[config.mk]
export PLATFORM = sky130hd
export DESIGN_NAME = fsmir_sched
export DESIGN_NICKNAME = d
export VERILOG_FILES = /design/src/rtl/fsmir_sched_pkg.sv /design/src/rtl/fsmir_rr_arb.sv /design/src/rtl/fsmir_sched.sv
export SDC_FILE = /design/constraint.sdc
export NUM_CORES = 1
export LEC_CHECK = 0
export CORE_MARGIN = 2
export CORE_UTILIZATION = 45
export DETAILED_ROUTE_END_ITERATION = 7
export HOLD_SLACK_MARGIN = 0.02
export PLACE_DENSITY = 0.81
export SLEW_MARGIN = 25
export SYNTH_ARGS = -nofsm -noshare
export SYNTH_HDL_FRONTEND = slang
export SYNTH_HIERARCHICAL = 1
export SYNTH_SLANG_ARGS = --single-unit
[constraint.sdc]
create_clock -name clk -period 2.6 [get_ports clk]
set_clock_uncertainty 0.1 [all_clocks]
set_input_delay 0.52 -clock clk [delete_from_list [all_inputs] [get_ports clk]]
set_output_delay 0.52 -clock clk [all_outputs]
set_load 0.01 [all_outputs]
[src/rtl/fsmir_sched_pkg.sv]
// fsmir_sched shared types and constants.
// Imported by the scheduler top and its arbiter.
package fsmir_sched_pkg;

  typedef enum logic [2:0] {
    IDLE,
    FLUSH,
    STREAM,
    CHECK,
    RESULT
  } state_t;

  localparam logic [7:0] FLUSH_BYTE   = 8'h00;
  localparam logic [7:0] SOLVED_STATE = 8'd59;
  localparam int         LEN_W        = 7;

endpackage

[src/rtl/fsmir_rr_arb.sv]
// Combinational round-robin picker.
// Chooses the first request at or after ptr, wrapping.
module fsmir_rr_arb #(
  parameter int N  = 4,
  parameter int IW = $clog2(N)
) (
  input  logic [N-1:0]  req,
  input  logic [IW-1:0] ptr,
  output logic [N-1:0]  gnt,
  output logic [IW-1:0] idx,
  output logic          any
);

  function automatic logic [IW-1:0] wrap(
    input logic [IW-1:0] p,
    input int            k
  );
    int j;
    j = int'(p) + k;
    if (j >= N) j = j - N;
    return IW'(j);
  endfunction

  // scan from farthest to nearest so the nearest wins
  always_comb begin
    gnt = '0;
    idx = '0;
    any = 1'b0;
    for (int k = N - 1; k >= 0; k--) begin
      if (req[wrap(ptr, k)]) begin
        idx = wrap(ptr, k);
        any = 1'b1;
      end
    end
    gnt[idx] = any;
  end

endmodule

[src/rtl/fsmir_sched.sv]
// Round-robin scheduler of byte-stream requesters onto
// one shared sequence checker, with per-attempt results.
module fsmir_sched
  import fsmir_sched_pkg::*;
#(
  parameter  int N_REQ   = 4,
  parameter  int LEN_MAX = 64,
  localparam int IW      = $clog2(N_REQ)
) (
  input  logic               clk,
  input  logic               rst_n,
  input  logic [N_REQ-1:0]   req_valid,
  input  logic [8*N_REQ-1:0] req_data,
  input  logic [N_REQ-1:0]   req_last,
  output logic [N_REQ-1:0]   req_ready,
  output logic [7:0]         chk_di,
  input  logic [7:0]         chk_c,
  input  logic               chk_solved,
  output logic               res_valid,
  output logic [IW-1:0]      res_id,
  output logic               res_pass,
  output logic [LEN_W-1:0]   res_len,
  output logic               busy
);

  state_t state, state_d;

  logic [IW-1:0]    grant, grant_d;
  logic [N_REQ-1:0] gnt_oh, gnt_oh_d;
  logic [IW-1:0]    rr, rr_d;
  logic [LEN_W-1:0] cnt, cnt_d;
  logic [IW-1:0]    res_id_d;
  logic             res_pass_d;
  logic [LEN_W-1:0] res_len_d;
  logic             load_res;
  logic             pass_v;

  logic [N_REQ-1:0] arb_gnt;
  logic [IW-1:0]    arb_idx;
  logic             arb_any;

  fsmir_rr_arb #(
    .N  (N_REQ),
    .IW (IW)
  ) u_arb (
    .req (req_valid),
    .ptr (rr),
    .gnt (arb_gnt),
    .idx (arb_idx),
    .any (arb_any)
  );

  always_ff @(posedge clk or negedge rst_n) begin
    if (!rst_n) begin
      state    <= IDLE;
      grant    <= '0;
      gnt_oh   <= '0;
      rr       <= '0;
      cnt      <= '0;
      res_id   <= '0;
      res_pass <= 1'b0;
      res_len  <= '0;
    end else begin
      state    <= state_d;
      grant    <= grant_d;
      gnt_oh   <= gnt_oh_d;
      rr       <= rr_d;
      cnt      <= cnt_d;
      res_id   <= res_id_d;
      res_pass <= res_pass_d;
      res_len  <= res_len_d;
    end
  end

  always_comb begin
    state_d    = state;
    grant_d    = grant;
    gnt_oh_d   = gnt_oh;
    rr_d       = rr;
    cnt_d      = cnt;
    res_id_d   = res_id;
    res_pass_d = res_pass;
    res_len_d  = res_len;
    load_res   = 1'b0;
    pass_v     = 1'b0;
    req_ready  = '0;
    chk_di     = FLUSH_BYTE;
    unique case (state)
      IDLE: begin
        if (arb_any) begin
          grant_d  = arb_idx;
          gnt_oh_d = arb_gnt;
          state_d  = FLUSH;
        end
      end
      FLUSH: begin
        cnt_d   = '0;
        state_d = STREAM;
      end
      STREAM: begin
        req_ready = gnt_oh;
        if (req_valid[grant]) begin
          chk_di = req_data[{grant, 3'b000} +: 8];
          cnt_d  = cnt + 1'b1;
          if (req_last[grant]) begin
            state_d = CHECK;
          end else if (cnt_d == LEN_W'(LEN_MAX)) begin
            load_res = 1'b1;
            state_d  = RESULT;
          end
        end else begin
          load_res = 1'b1;
          state_d  = RESULT;
        end
      end
      CHECK: begin
        // checker has one cycle of latency
        pass_v   = chk_solved;
        load_res = 1'b1;
        state_d  = RESULT;
      end
      RESULT: begin
        rr_d    = (grant == IW'(N_REQ - 1)) ? '0
                                            : grant + 1'b1;
        state_d = IDLE;
      end
      default: state_d = IDLE;
    endcase
    if (load_res) begin
      res_id_d   = grant;
      res_pass_d = pass_v;
      res_len_d  = cnt_d;
    end
  end

  assign res_valid = (state == RESULT);
  assign busy      = (state != IDLE);

  chk_solved_at_state: assert property (
    @(posedge clk) disable iff (!rst_n)
    chk_solved |-> chk_c == SOLVED_STATE
  );

endmodule
Word-level counts from Yosys, hierarchy flattened

Cells that the tools add are included.

Output and inout port bits: 24
Flip-flop bits (word level): 28
Word-level logic and storage cells: 85
Input port bits: 51

$add $sub $neg: 9
Order comparisons: 11
Reductions and logical operators: 5
Bitwise logic cells: 1
Equal/unequal tests: 8
Shift-type cells: 1
Mux-type cells: 42

Operators by type and width:

| kind                  | count |
|---|---|
| $shiftx A32 B6 Y8     | 1 |
| $lt A2 B3 Y1 const B  | 6 |
| $mux W2               | 9 |
| $mux W8               | 2 |
| $mux W1               | 15 |
| $pmux W7 S2           | 1 |
| $bmux W1 S2           | 6 |
| $mux W3               | 4 |
| $pmux W3 S4           | 1 |
| $ge A3 B3 Y1 const B  | 3 |
| $sub A2 B1 Y2 const B | 4 |
| $add A7 B1 Y7 const B | 1 |
| $eq A7 B7 Y1 const B  | 1 |
| $mux W7               | 1 |
| $add A2 B2 Y3 const B | 2 |
| $eq A3 B2 Y1 const B  | 2 |
| $and A4 B4 Y4         | 1 |
| $mux W4               | 1 |
| $ne A4 B4 Y1 const B  | 1 |
| $reduce_and A2 Y1     | 2 |
| $add A2 B1 Y3 const B | 1 |
| $eq A3 B1 Y1 const B  | 1 |
| $eq A3 B3 Y1 const B  | 1 |
| $ge A2 B3 Y1 const B  | 1 |
| other kinds (9)       | 9 |

Depth between registers and ports, before layout

Word-level depth: 14
Mapped depth: 8
Gate-level depth less buffers: 7

By module

The synthesis kept the hierarchy.

By module, submodules not included:

| module       | instances | area each (µm²) | cells an instance |
|---|---|---|---|
| fsmir_sched  | 1         | 1791.7          | 152 |
| fsmir_rr_arb | 1         | 211.5           | 33 |

Least setup slack after synthesis

OpenSTA, ideal clock, no wires.

Path type: reg-to-reg
Start point: register cnt[0]
End point: register res_id[0]
Arrival: 2020 ps
Cell stages (with the launch flop): 9
Required time: 2375 ps
Slack: 355 ps
Path through: dfrtp_1 ha_1 buf_2 or2_1 o21ai_0 o2bb2ai_1 a41oi_2 a21oi_4 mux2_4

Longest elaborated chain between the ends: 6

RTL lines:

| element                  | line               | text |
|---|---|---|
| start: declaration       | fsmir_sched.sv:31  | `logic [LEN_W-1:0] cnt, cnt_d;` |
| start signal: assignment | fsmir_sched.sv:68  | `cnt <= cnt_d;` |
| $add A7 B1 Y7            | fsmir_sched.sv:104 | `cnt_d = cnt + 1'b1;` |
| $eq A7 B7 Y1             | fsmir_sched.sv:107 | `end else if (cnt_d == LEN_W'(LEN_MAX)) begin` |
| $mux W1                  | fsmir_sched.sv:107 |  |
| $mux W1                  | fsmir_sched.sv:105 | `if (req_last[grant]) begin` |
| $mux W1                  | fsmir_sched.sv:102 | `if (req_valid[grant]) begin` |
| $pmux W1 S2              | fsmir_sched.sv:88  | `unique case (state)` |
| end signal: assignment   | fsmir_sched.sv:69  | `res_id <= res_id_d;` |
| end: declaration         | fsmir_sched.sv:20  | `output logic [IW-1:0] res_id,` |

Every way passes these cells.
A chain may end at the register's enable or synchronous reset.

Final worst setup path

Start point: input port req_valid[2]
End point: output port chk_di[0]

Longest elaborated chain between the ends: 4

RTL lines:

| element                       | line               | text |
|---|---|---|
| start: declaration            | fsmir_sched.sv:12  | `input logic [N_REQ-1:0] req_valid,` |
| $bmux W1 S2                   | fsmir_sched.sv:102 |  |
| $mux W1 (not written as such) | fsmir_sched.sv:102 |  |
| $mux W8                       | fsmir_sched.sv:102 |  |
| $mux W8                       | fsmir_sched.sv:88  |  |
| end: declaration              | fsmir_sched.sv:16  | `output logic [7:0] chk_di,` |

Every way passes these cells. The select of a mux whose other input is x is not followed.

==> metrics.csv <==
metric,value,unit
status,"finished, final reports clean",
setup ws final,0.0432,ns
CP Data Required Time,1.98,ns
wire per inst,15.1,microns
total gr overflow,0,
clock-pin slew on the worst setup and hold paths,0.09,ns
Root Buffer,clkbuf_8,
total of max-cap violations,0,
first-pass GRT wire length,7850,microns
Synth cell types,55,
vias in the first global route,1741,
worst vdd ir,0.610,mV
most numerous cell in the Yosys netlist,dfrtp_1,
Setup CP Type,in2out,
Hold Path Cell Cnt,1,
Setup crit start kind,primary input,
clock sink count,28,
worst min path class,reg2reg,
synth top area cells,"dfrtp_1 35%, mux2_4 6.7%, mux4_2 6.7%",
clk_lat worst skew,0.28,ns
area of the core,4320,sq um
Via Count,1765,
final core utilization,0.657,
"Primary FF master, synth",dfrtp_1,
Pre-antenna DRT Iters,4,
Hold Path Sink,gnt_oh[0],
die height,70.7,microns
register area share after synthesis,0.350,
DRT iter0 DRCs,112,
"area leader, netlist",dfrtp_1,
post-synth top area share,0.350,
Hold Crit Start,gnt_oh[0],
Max Root-Sink Buffers,2,
Reg2Reg Launch Point,cnt[0],
Worst-Margin Slew,0.498,ns
asr flop ratio synth,1.00,
cell area after synthesis,2000,sq um
initial antenna violation count,0,
P_leak,1.22,nW
"EDFF count, synth",0,
CP Data Arrival Time,1.94,ns
Boundary Pins,75,
pwr/cell area,906,nW/um^2
Area Growth Syn to Fin,41.8,%
Synth Instances,185,
CTS tree,yes,
Final GP Congestion,0.882,
slew margin rel.,0.668,
Post-Place Setup Slack,-0.223,ns
Syn. warnings,6,
final number of hold-violating endpoints,0,
Mean Syn Cell Area,10.8,sq um
RSZ-0062 raised after global routing,no,
Final min period,2.56,ns
Die Area,5000,sq um
Max Clk Rate,391,MHz
share of cells above drive strength 1,0.248,
Setup TNS,0,ns
FP Rows,24,
Synth Register Bits,28,
WHS,0.412,ns
Vias/cell,5.62,
hold-fix buffer count after cts,0,
hpwl dp,3590,microns
antenna-violating nets left,0,
reg-to-reg endpoint,res_id[0],
largest net degree at the start of global routing,29,
antenna fix cells,0,
flop-to-flop setup slack,0.26,ns
Final Non-Filler Cells,314,
Slew Limit Fails,0,
Final period util,0.983,
Post-layout nets,317,
post-synthesis net count,239,
Final setup viols,0,
total CTS buffers,3,
Crit Path Max Fanout,5,
die width,70.7,microns
Port Buffers,66,
drt drc,0,
GR Util All Layers,0.192,
CTS H-tree depth,1,
Cells after DPL,308,
R2R depth,8,
WL final,4730,microns
commonest cells in the netlist,"28 x dfrtp_1, 13 x nand2_1, 12 x nor2_1",
Initial Util,0.463,
CP endpoint kind,output port,
==> logic make-up after synthesis <==
kind of cell,after synthesis,synth area share
xor+xnor,1,0.00437
simple gates,59,0.166
mux,29,0.234
flops,28,0.350
compound gates,44,0.162
buf+inv,21,0.0650
fa+ha+maj,3,0.0187
==> timing repair <==
item | 4_1_cts | 5_1_grt
endpoints found under the setup margin | 8 | 3
cloned | 1 | 0
buffers inserted | 1 | 0
gates resized for setup | 26 | 3
pin swaps | 0 | 0
==> report_power, final <==
part           internal, mW  switching [mW]  total [mW]
clock                 0.206           0.141       0.347
combinational         0.831           0.667        1.50
sequential            0.569           0.159       0.728
total                  1.61           0.967        2.57
==> cells in the final DEF (no fill, tap or decap), drive strengths merged, types with 5 or more instances in the layout <==
master / Yosys / final
nor2b: 10 / 10
clkdlybuf4s50: 0 / 58
mux2: 17 / 17
mux4: 9 / 9
buf: 12 / 24
o21ai: 13 / 13
nor2: 12 / 12
dfrtp: 28 / 28
a21oi: 7 / 7
nand2: 14 / 14
nand3: 4 / 5
inv: 8 / 8
==> per-stage QoR <==
step           cell area [sq um]  total power, mW
5_1_grt                     2840             2.75
6_report                    2840             2.57
3_5_place_dp                2760             2.20
4_1_cts                     2840             2.58
2_1_floorplan               2000             1.70
3_3_place_gp                2760             2.16
==> routing by layer <==
metal / global-route usage / up-vias / wire length [microns]
met4: 0.0314 / 0 / 13
met1: 0.252 / 872 / 2010
met2: 0.341 / 59 / 2470
met3: 0.0328 / 2 / 242
li1: - / 832 / -
met5: 0 / - / 0
==> worst max-delay path, stage by stage <==
cell	delay, ns
clkdlybuf4s50_1	0.42
mux4_2	0.54
buf_6	0.16
nand3_4	0.09
nor2b_1	0.07
buf_2	0.14
==> state kept, by name (all words and copies together) (netlist names) <==
signal and cells:
cnt 7, gnt_oh 4, grant 2, res_id 2, res_len 7, res_pass 1, rr 2, state 3
==> layout make-up <==
| class | instances | area (sq um) |
|---|---|---|
| fill | 356 | 1480 |
| multi-input combinational | 137 | 1190 |
| timing repair buffer | 85 | 782 |
| sequential | 28 | 701 |
| tap | 52 | 65.1 |
| clock buffer | 3 | 41.3 |
| clock inverter | 1 | 30.0 |
| inverter | 8 | 30.0 |
==> worst max-delay path by stage <==
stage                             from        end  slack [ns]  cells after the start
final                     req_valid[2]  chk_di[0]        0.04                      6
after global routing      req_valid[3]  chk_di[0]      0.0004                      6
after CTS                 req_valid[2]  chk_di[5]        0.02                      5
after detailed placement  req_valid[2]  chk_di[3]       -0.22                      5
after global placement    req_valid[2]  chk_di[0]       -0.24                      5
after floorplan                 cnt[0]  res_id[0]        0.35                      8
(Power assumes the default switching activity.)
